File: src/rtl/adder_pkg.sv
// Shared defaults and helper functions for the pipelined adder.
// The subtract option is enabled by defining PIPE_ADDER_SUB_EN.
package adder_pkg;

  localparam int DEFAULT_WIDTH  = 16;
  localparam int DEFAULT_STAGES = 4;

  function automatic int chunk_w(input int width, input int stages);
    return width / stages;
  endfunction

  // Legal configuration: width splits into equal, non-empty chunks.
  function automatic bit width_ok(input int width, input int stages);
    return (stages > 0) && (width % stages == 0) && (width / stages >= 1);
  endfunction

endpackage

File: src/rtl/adder_chunk.sv
// Combinational CW-bit adder slice; one instance per pipeline stage.
module adder_chunk #(
  parameter int CW = 4
) (
  input  logic [CW-1:0] a,
  input  logic [CW-1:0] b,
  input  logic          ci,
  output logic [CW-1:0] sum,
  output logic          co
);

  assign {co, sum} = {1'b0, a} + {1'b0, b} + {{CW{1'b0}}, ci};

endmodule

File: src/rtl/pipelined_adder.sv
// Pipelined WIDTH-bit adder, one CW-bit chunk per stage, valid/ready with global advance.
// Optional subtract mode (sub port) when PIPE_ADDER_SUB_EN is defined.
module pipelined_adder
  import adder_pkg::*;
#(
  parameter int WIDTH  = DEFAULT_WIDTH,
  parameter int STAGES = DEFAULT_STAGES
) (
  input  logic             clk,
  input  logic             rst,
  input  logic             in_valid,
  output logic             in_ready,
  input  logic [WIDTH-1:0] a,
  input  logic [WIDTH-1:0] b,
  input  logic             Carry_In,
`ifdef PIPE_ADDER_SUB_EN
  input  logic             sub,
`endif
  output logic             out_valid,
  input  logic             out_ready,
  output logic [WIDTH-1:0] Sum,
  output logic             Carry_Out
);

  localparam int CW = chunk_w(WIDTH, STAGES);
  localparam int BQ = (STAGES > 1) ? STAGES - 1 : 1;

  if (!width_ok(WIDTH, STAGES)) begin : g_cfg_err
    $error("pipelined_adder: WIDTH must be a non-zero multiple of STAGES");
  end

  logic advance;
  logic [WIDTH-1:0] b_eff;
  logic             cin_eff;

  logic [WIDTH-1:0] a_in_d, a_in_q, b_in_d, b_in_q;
  logic             cin_in_d, cin_in_q, vld_in_d, vld_in_q;

  // acc holds finished sum chunks below and untouched operand-A chunks above
  logic [WIDTH-1:0] acc_d [STAGES];
  logic [WIDTH-1:0] acc_q [STAGES];
  logic [WIDTH-1:0] b_d   [BQ];
  logic [WIDTH-1:0] b_q   [BQ];
  logic [STAGES-1:0] cy_d, cy_q, vld_d, vld_q;

  logic [WIDTH-1:0] a_src [STAGES];
  logic [WIDTH-1:0] b_src [STAGES];
  logic [CW-1:0]    sum_c [STAGES];
  logic [STAGES-1:0] c_src, v_src, co_c;

  assign advance  = !out_valid || out_ready;
  assign in_ready = advance;

`ifdef PIPE_ADDER_SUB_EN
  assign b_eff   = sub ? ~b : b;
  assign cin_eff = sub ? 1'b1 : Carry_In;
`else
  assign b_eff   = b;
  assign cin_eff = Carry_In;
`endif

  for (genvar k = 0; k < STAGES; k++) begin : g_stage
    if (k == 0) begin : g_first
      assign a_src[k] = a_in_q;
      assign b_src[k] = b_in_q;
      assign c_src[k] = cin_in_q;
      assign v_src[k] = vld_in_q;
    end else begin : g_next
      assign a_src[k] = acc_q[k-1];
      assign b_src[k] = b_q[k-1];
      assign c_src[k] = cy_q[k-1];
      assign v_src[k] = vld_q[k-1];
    end

    adder_chunk #(.CW(CW)) u_chunk (
      .a  (a_src[k][k*CW +: CW]),
      .b  (b_src[k][k*CW +: CW]),
      .ci (c_src[k]),
      .sum(sum_c[k]),
      .co (co_c[k])
    );
  end

  always_comb begin
    a_in_d   = a;
    b_in_d   = b_eff;
    cin_in_d = cin_eff;
    vld_in_d = in_valid;
    cy_d     = co_c;
    vld_d    = v_src;
    for (int k = 0; k < STAGES; k++) begin
      acc_d[k]              = a_src[k];
      acc_d[k][k*CW +: CW]  = sum_c[k];
    end
    for (int k = 0; k < BQ; k++) begin
      b_d[k] = b_src[k];
    end
  end

  always_ff @(posedge clk) begin
    if (rst) begin
      a_in_q   <= '0;
      b_in_q   <= '0;
      cin_in_q <= 1'b0;
      vld_in_q <= 1'b0;
      cy_q     <= '0;
      vld_q    <= '0;
      for (int k = 0; k < STAGES; k++) acc_q[k] <= '0;
      for (int k = 0; k < BQ; k++)     b_q[k]   <= '0;
    end else if (advance) begin
      a_in_q   <= a_in_d;
      b_in_q   <= b_in_d;
      cin_in_q <= cin_in_d;
      vld_in_q <= vld_in_d;
      cy_q     <= cy_d;
      vld_q    <= vld_d;
      for (int k = 0; k < STAGES; k++) acc_q[k] <= acc_d[k];
      for (int k = 0; k < BQ; k++)     b_q[k]   <= b_d[k];
    end
  end

  assign out_valid = vld_q[STAGES-1];
  assign Sum       = acc_q[STAGES-1];
  assign Carry_Out = cy_q[STAGES-1];

endmodule

File: config.mk
export PLATFORM = sky130hd
export DESIGN_NAME = pipelined_adder
export DESIGN_NICKNAME = d
export VERILOG_FILES = /design/src/rtl/adder_pkg.sv /design/src/rtl/adder_chunk.sv /design/src/rtl/pipelined_adder.sv
export SDC_FILE = /design/constraint.sdc
export NUM_CORES = 1
export LEC_CHECK = 0
export ABC_AREA = 1
export CORE_ASPECT_RATIO = 0.6
export CORE_MARGIN = 10
export CORE_UTILIZATION = 40
export CTS_BUF_LIST = sky130_fd_sc_hd__clkbuf_8
export CTS_CLUSTER_SIZE = 16
export DETAILED_ROUTE_END_ITERATION = 6
export PLACE_DENSITY = 0.7
export SYNTH_ARGS = -nofsm -noshare
export SYNTH_HDL_FRONTEND = slang
export SYNTH_SLANG_ARGS = --single-unit
export TNS_END_PERCENT = 20
File: constraint.sdc
create_clock -name clk -period 3.04 [get_ports clk]
set_clock_uncertainty 0.1 [all_clocks]
set_input_delay 0.608 -clock clk [delete_from_list [all_inputs] [get_ports clk]]
set_output_delay 0.608 -clock clk [all_outputs]
set_load 0.03 [all_outputs]
Yosys cells after proc, flatten, opt, wreduce, memory -nomap -nowiden
Memories as Yosys holds them, arrays and structs flattened.
Index checks and enable logic that the tools add are counted.
{"block": "word_totals", "register_bits": 42, "ramBits": 112, "inputBits": 37, "output_inout_bits": 19, "elab_cells": 37, "mem_count": 2}
{"block": "op_classes", "add_sub_neg": 8, "muxes": 12, "bitwise_logic": 7, "reduce_logical": 2}
{"memory": "acc_q", "words": 4, "word_bits": 16, "rd": 4, "rd_clocked_by_memory_dff": 0, "wr": 4, "line": "pipelined_adder.sv:41", "rtl": "logic [WIDTH-1:0] acc_q [STAGES];"}
{"memory": "b_q", "words": 3, "word_bits": 16, "rd": 3, "rd_clocked_by_memory_dff": 0, "wr": 3, "line": "pipelined_adder.sv:43", "rtl": "logic [WIDTH-1:0] b_q [BQ];"}
{"op": "$mux 16", "count": 7}
{"op": "$add 4x4->5", "count": 4}
{"op": "$add 5x1->5", "count": 4}
{"op": "$or 1x1->1", "count": 7}
{"op": "$mux 1", "count": 5}
{"op": "$logic_not 1->1", "count": 1}
{"op": "$logic_or 1x1->1", "count": 1}

Depth between registers and ports, before layout
Gate-level depths: netlist (run 1).
{"block": "logic_depth", "ltp_word": 6, "depth_mapped": 8, "ltp_nobuf": 8}

Modules after synthesis
Synthesis (run 1) repeated with hierarchy kept, for this count alone.
{"block": "hier_totals", "cells_unflattened": 567, "hier_area_um2": 5679.2}
{"mod": "pipelined_adder", "instances": 1, "cells_per_inst": 467, "area_each_um2": 5018.6, "seq_area_each_um2": 3483.3}
{"mod": "adder_chunk", "instances": 4, "cells_per_inst": 25, "area_each_um2": 165.2, "seq_area_each_um2": 0.0}

Least setup slack after synthesis (run 1)
Ideal clock, no wire load.
{"block": "synth_path", "path_type": "in2reg", "startpoint": "in out_ready", "endpoint": "mem acc_q[0][0] (netlist bit) (enable)", "setup_time_ns": 0.410, "arrival_ns": 2.034, "required_time_ns": 2.530, "path_slack_ns": 0.496, "stages": 5, "path_buffers": 1, "path_cell_list": "inv_2 nand2_4 inv_2 nand2_2 buf_2"}
{"item": "start, declared", "line": "pipelined_adder.sv:20", "rtl": "input logic out_ready,"}
{"item": "end, declared", "line": "pipelined_adder.sv:41"}

Final worst setup path (run 1)
{"block": "layout_path", "startpoint": "in out_ready", "endpoint": "out in_ready"}
{"block": "layout_via", "elab_chain_len": 1}
{"item": "$logic_or 1x1->1", "line": "pipelined_adder.sv:51", "rtl": "assign advance = !out_valid || out_ready;"}
{"item": "end, declared", "line": "pipelined_adder.sv:12", "rtl": "output logic in_ready,"}
Every way passes these cells.

==> results of run 1 <==
## metal layers
metal / share of wire [%] / routed length [um] / GRT usage, % / vias up
li1: - / - / - / 1677
met1: 46 / 4240 / 12.2 / 1478
met2: 45 / 4100 / 15.7 / 78
met3: 7.8 / 711 / 4.95 / 11
met4: 1.3 / 116 / 5.21 / 0
met5: 0 / 0 / 0 / -
## per-stage QoR
step                cells  area (um^2)
finish                740         6540
global route          740         6540
CTS                   740         6540
detailed placement    708         6070
global placement      708         6070
floorplan             495         5350
## cell usage after synthesis, types with 3 or more instances
cell type | instances | area, um^2
a21oi_1 | 12 | 60.1
buf_2 | 9 | 45.0
buf_4 | 3 | 22.5
buf_8 | 3 | 45.0
dfxtp_1 | 42 | 841
edfxtp_1 | 88 | 2640
fa_1 | 8 | 160
ha_1 | 12 | 150
inv_1 | 98 | 368
inv_2 | 4 | 15.0
nand2_1 | 65 | 244
nand3_1 | 19 | 95.1
nor2_1 | 59 | 221
nor2_2 | 30 | 188
o21ai_1 | 27 | 135
o22ai_1 | 3 | 18.8
or2_2 | 4 | 25.0
## worst max-delay path, cell delays in order
cell	delay [ps]
clkdlybuf4s50_1	470
inv_2	40
nand2_4	80
clkdlybuf4s50_1	690
## registers in the layout (all words and copies together) (netlist names)
signal / cells
cin_in_q: 1
b_in_q: 16
vld_q: 4
vld_in_q: 1
a_in_q: 16
b_q: 24
cy_q: 4
acc_q: 64
## cell type report
type | instances | area (um^2) | share of cell area [%]
sequential | 130 | 3480 | 53.2
clock buffer | 19 | 262 | 4.00
inverter | 102 | 383 | 5.85
multi-input combinational | 245 | 1350 | 20.7
tap | 170 | 213 | 3.25
clock inverter | 13 | 215 | 3.29
timing repair buffer | 61 | 633 | 9.68
## layout by cell type (no fill, tap or decap)
| master | n |
|---|---|
| edfxtp_1 | 88 |
| nand3_1 | 19 |
| nor2_2 | 30 |
| or2_2 | 4 |
| ha_1 | 12 |
| fa_1 | 8 |
| buf_4 | 3 |
| bufinv_16 | 6 |
| nor2_1 | 59 |
| clkbuf_8 | 19 |
| clkdlybuf4s50_1 | 55 |
| nand2_4 | 3 |
| o21ai_1 | 27 |
| nand2_1 | 65 |
| buf_12 | 3 |
| o22ai_1 | 3 |
| clkinv_1 | 1 |
| clkinv_4 | 1 |
| clkinv_2 | 3 |
| a21oi_1 | 12 |
| o21ai_0 | 1 |
| dfxtp_1 | 42 |
| inv_1 | 100 |
| xor2_1 | 1 |
| xnor2_1 | 1 |
| inv_2 | 4 |
## power by group
part | switching [W] | internal [W] | leakage (nW)
Sequential | 0.0000252 | 0.00196 | 1.41
Clock | 0.000639 | 0.00109 | 0.249
Combinational | 0.000139 | 0.000113 | 1.10
Total | 0.000804 | 0.00316 | 2.77
## worst max-delay path by stage
stage / startpoint / endpoint / slack (ps) / depth (start not counted)
4_1_cts: out_ready / in_ready / 450 / 4
6_report: out_ready / in_ready / 450 / 4
2_1_floorplan: out_ready / acc_q[0][0]$_SDFFCE_PN0P_ / 500 / 5
5_1_grt: out_ready / in_ready / 410 / 4
3_3_place_gp: out_ready / in_ready / 450 / 4
3_5_place_dp: out_ready / in_ready / 450 / 4
## cells by family (layout without fill, tap and decap cells)
group           Yosys count  count (layout)
fa+ha+maj                20              20
simple gates            180             180
xor+xnor                  2               2
compound gates           43              43
buf+inv                 120             195
flops                   130             130
==> flow_metrics.tcl, run 1 <==
set metrics [dict create \
    worst_setup_hold_path_clk_slew_ps 70 \
    routedWlPerCell_um 12.4 \
    antenna_cells_inserted 0 \
    reg_to_reg_critical_path_endpoint "acc_q[2][9]$_SDFFCE_PN0P_" \
    finalCritPeriodShare_pct 85.2 \
    synthCells 495 \
    synthXorXnorAreaFrac_pct 0.327 \
    number_of_sinks_on_the_clock_net 130 \
    drt-initial-drc-count 135 \
    drive_above_1_share_pct 13.3 \
    routed_wl_mm 9.17 \
    clock_insertion_delay_worst_skew_ps 430 \
    ys_warns 0 \
    num-fill-cells 1157 \
    max_cap_viol_count 0 \
    timing_worst_setup_path_type "primary input to primary output" \
    antenna_found_initial 0 \
    worst-endpoint-arrival_ps 1880 \
    hold_viol_final 0 \
    die_area_um2 18600 \
    p_leak_nw 2.77 \
    post-route-util_pct 50.4 \
    synthesis.area_um2 5350 \
    floorplan.core_area_um2 13000 \
    power.density_nw_per_um2 607 \
    number_of_buffers_inserted_during_clock_tree_synthesis 17 \
    final.setup.tns_ps 0 \
    grt_setup_unrepaired "no" \
    synthesis.area_per_instance_um2 10.8 \
    tritoncts_clock_tree "built" \
    synth_mux_area_share_pct 0 \
    timing.hold.ws_ps 368 \
    synth.lib_cells_used.distinct 24 \
    top_level_ports 56 \
    initial_utilization_pct 41.3 \
    h_tree_depth 4 \
    grt_pass1_vias 3344 \
    timing.final.ws_setup_ps 450 \
    reg2reg_slack_ps 1220 \
    maxSlewHeadroom_pct 66.1 \
    synth_compound_gate_area_share_pct 4.09 \
    endpoint_kind "primary output" \
    pre_repair_dr_iteration_count 6 \
    hold_path.class "flop to flop" \
    postRouteAntennaNets 0 \
    die_x_um 169 \
    worst_hold_path.num_cells 2 \
    cts-resized-gates 0 \
    finalWeightedCongestion 0.770 \
    rows 32 \
    synth_enable_flop_cells 88 \
    post_synth_fa_ha_maj_area_fraction_pct 5.80 \
    whs_endpoint "a_in_q[11]$_SDFFE_PP0P_" \
    avgViaCountPerCell 4.38 \
    yosysSeqAreaShare_pct 65.1 \
    min_period_ps 2590 \
    p_total_w 0.00397 \
    final-setup-viol-count 0 \
    hpwlAfterDp_mm 6.00 \
    routed-via-count 3244 \
    num-nets-final 614 \
    postCtsSetupBuffers 0 \
    overall_routing_resource_usage_pct 10.4 \
    final_slew_violations 0 \
    timing.reg2reg.worst_path_depth 6 \
    clock_tree.root_cell "clkbuf_8" \
    grt_start_max_net_pins 88 \
    io_buffers 55 \
    drc_errors 0 \
    post-place-ws_ps 454 \
    postSynth.topFlopCell "edfxtp_1" \
    r2r-start "b_q[0][24]$_SDFFCE_PN0P_" \
    worst_hold_startpoint "a_in_q[11]$_SDFFE_PP0P_" \
    yosys.area_share.simple_pct 15.0 \
    ys_ff_latch 130 \
    async_reset_ff_share_pct 0 \
    max_clock_freq_ghz 0.386 \
    height_of_the_die_um 110 \
    outcome "complete, no violations" \
    worstPathRequired_ps 2330 \
    tightest_slew_ps 507 \
    area.growth.synth_to_final_pct 22.2 \
    cp-start-kind "primary input" \
    vdd_ir_drop_max_mv 0.285 \
    ctsHoldBuffers 0 \
    globalRouteOverflowTotal 0 \
    largest_family_of_logic_cells_by_synthesized_area "simple AND/OR/NAND/NOR gates" \
    syn_nets 552 \
    clockBufferDepth 2 \
    path_max_fanout 4 \
    grt_first_pass_wirelength_mm 15.3 \
]
Note: power is estimated with default switching activity, not from simulation.
==> run 2, diff against run 1 <==
--- a/config.mk
+++ b/config.mk
@@ -12,6 +12,7 @@
 export CTS_BUF_LIST = sky130_fd_sc_hd__clkbuf_8
 export CTS_CLUSTER_SIZE = 16
 export DETAILED_ROUTE_END_ITERATION = 6
+export MAX_ROUTING_LAYER = met4
 export PLACE_DENSITY = 0.7
 export SYNTH_ARGS = -nofsm -noshare
 export SYNTH_HDL_FRONTEND = slang
==> run 2 against run 1 <==
Die area stayed put. Clock power hardly changed. Utilization stayed put. Non-clock buffer count stayed put. Sequential power hardly changed. First-iteration DRC count is 5.2% lower. Cell count stayed put. Critical path type unchanged. Maximum frequency stayed put. Combinational power hardly changed.
==> flow_metrics.tcl, run 2 (same netlist as run 1, synthesis figures left out) <==
set metrics [dict create \
    share_comb_of_total_power_pct 6.4 \
    cts-resized-gates 0 \
    largest-register "acc_q" \
    share_clk_of_total_power_pct 43.6 \
    drive_above_1_share_pct 13.3 \
    p_leak_nw 2.77 \
    num-nets-final 614 \
    clock_tree.root_cell "clkbuf_8" \
    vdd_ir_drop_max_mv 0.285 \
    p_sw_share_pct 20.2 \
    min_period_ps 2590 \
    final_slew_violations 0 \
    h_tree_depth 4 \
    maxSlewHeadroom_pct 65.5 \
    outcome "complete, no violations" \
    timing_worst_setup_path_type "primary input to primary output" \
    number_of_buffers_inserted_during_clock_tree_synthesis 17 \
    height_of_the_die_um 110 \
    routed-via-count 3252 \
    total_switching_power_w 0.000801 \
    routedWlPerCell_um 12.4 \
    routed_wl_mm 9.17 \
    p_int_w 0.00316 \
    final.setup.tns_ps 0 \
    pre_repair_dr_iteration_count 6 \
    worst_setup_hold_path_clk_slew_ps 70 \
    io_buffers 55 \
    overall_routing_resource_usage_pct 10.7 \
    power.sequential.fraction_pct 50.1 \
    postCtsSetupBuffers 0 \
    clock_insertion_delay_worst_skew_ps 430 \
    hold_path.class "flop to flop" \
    hpwlAfterDp_mm 6.00 \
    power.density_nw_per_um2 606 \
    antenna_cells_inserted 0 \
    die_area_um2 18600 \
    drc_errors 0 \
    path_max_fanout 4 \
    endpoint_kind "primary output" \
    worstPathRequired_ps 2330 \
    finalWeightedCongestion 0.780 \
    reg.largest.list "acc_q: 64 flops, b_q: 24 flops" \
    final-setup-viol-count 0 \
    grt_start_max_net_pins 88 \
    grt_setup_unrepaired "no" \
    worst-endpoint-arrival_ps 1880 \
    finalCritPeriodShare_pct 85.2 \
    cp-start-kind "primary input" \
    drt-initial-drc-count 128 \
    ctsHoldBuffers 0 \
    max_clock_freq_ghz 0.386 \
    floorplan.core_area_um2 13000 \
    largest_register_ffs 64 \
    final_common_cell "inv_1" \
    mostFrequentLayoutCells "inv_1 (100), edfxtp_1 (88), nand2_1 (65), nor2_1 (59), clkdlybuf4s50_1 (55)" \
    clockBufferDepth 2 \
    avgViaCountPerCell 4.39 \
    globalRouteOverflowTotal 0 \
    die_x_um 169 \
    tightest_slew_ps 516 \
    tritoncts_clock_tree "built" \
    number_of_sinks_on_the_clock_net 130 \
    postRouteAntennaNets 0 \
    antenna_found_initial 0 \
    top_level_ports 56 \
    max_cap_viol_count 0 \
    timing.hold.ws_ps 365 \
    initial_utilization_pct 41.3 \
    hold_viol_final 0 \
    grt_pass1_vias 3325 \
    grt_first_pass_wirelength_mm 15.3 \
    rows 32 \
    area.growth.synth_to_final_pct 22.2 \
]
-- run 2: path summary, 6_finish.rpt --
kind | start | cells past startpoint | slack (ps) | end
hold reg to reg | a_in_q[11]$_SDFFE_PP0P_ | 2 | 360 | a_in_q[11]$_SDFFE_PP0P_
setup reg to reg | b_q[0][24]$_SDFFCE_PN0P_ | 6 | 1210 | acc_q[2][9]$_SDFFCE_PN0P_
hold / removal | a_in_q[11]$_SDFFE_PP0P_ | 2 | 360 | a_in_q[11]$_SDFFE_PP0P_
setup / recovery | out_ready | 4 | 450 | in_ready
-- run 2: power groups by stage --
stage          Combinational [W]  Sequential [W]  Clock (W)
3_3_place_gp            0.000245         0.00202          0
3_5_place_dp            0.000253         0.00203          0
4_1_cts                 0.000255         0.00199    0.00177
6_report                0.000252         0.00199    0.00173
2_1_floorplan           0.000150         0.00203          0
5_1_grt                 0.000286         0.00199    0.00185
-- run 2: area by class of cell --
type                       instances  area (um^2)
clock buffer                      19          262
tap                              170          213
sequential                       130         3480
clock inverter                    13          215
timing repair buffer              61          633
inverter                         102          383
multi-input combinational        245         1350
fill                            1157         6430
-- run 2: stage by stage --
step	instances	power, W	utilization, %	area, um^2	worst slack (ps)
finish	740	0.00397	50.4	6540	450
global route	740	0.00413	50.4	6540	405
CTS	740	0.00401	50.4	6540	448
detailed placement	708	0.00228	46.8	6070	454
global placement	708	0.00227	46.8	6070	450
floorplan	495	0.00218	-	5350	496
-- run 2: routing by layer --
| metal | global-route usage (%) | vias up | part of all wire [%] |
|---|---|---|---|
| met3 | 4.42 | 11 | 6.3 |
| met1 | 12.6 | 1493 | 48 |
| met4 | 5.21 | 0 | 1.2 |
| li1 | - | 1674 | - |
| met5 | - | - | 0 |
| met2 | 15.7 | 74 | 45 |
-- run 2: worst max-delay path, cell delays in order --
cell and delay (ps):
clkdlybuf4s50_1 470, inv_2 40, nand2_4 80, clkdlybuf4s50_1 690
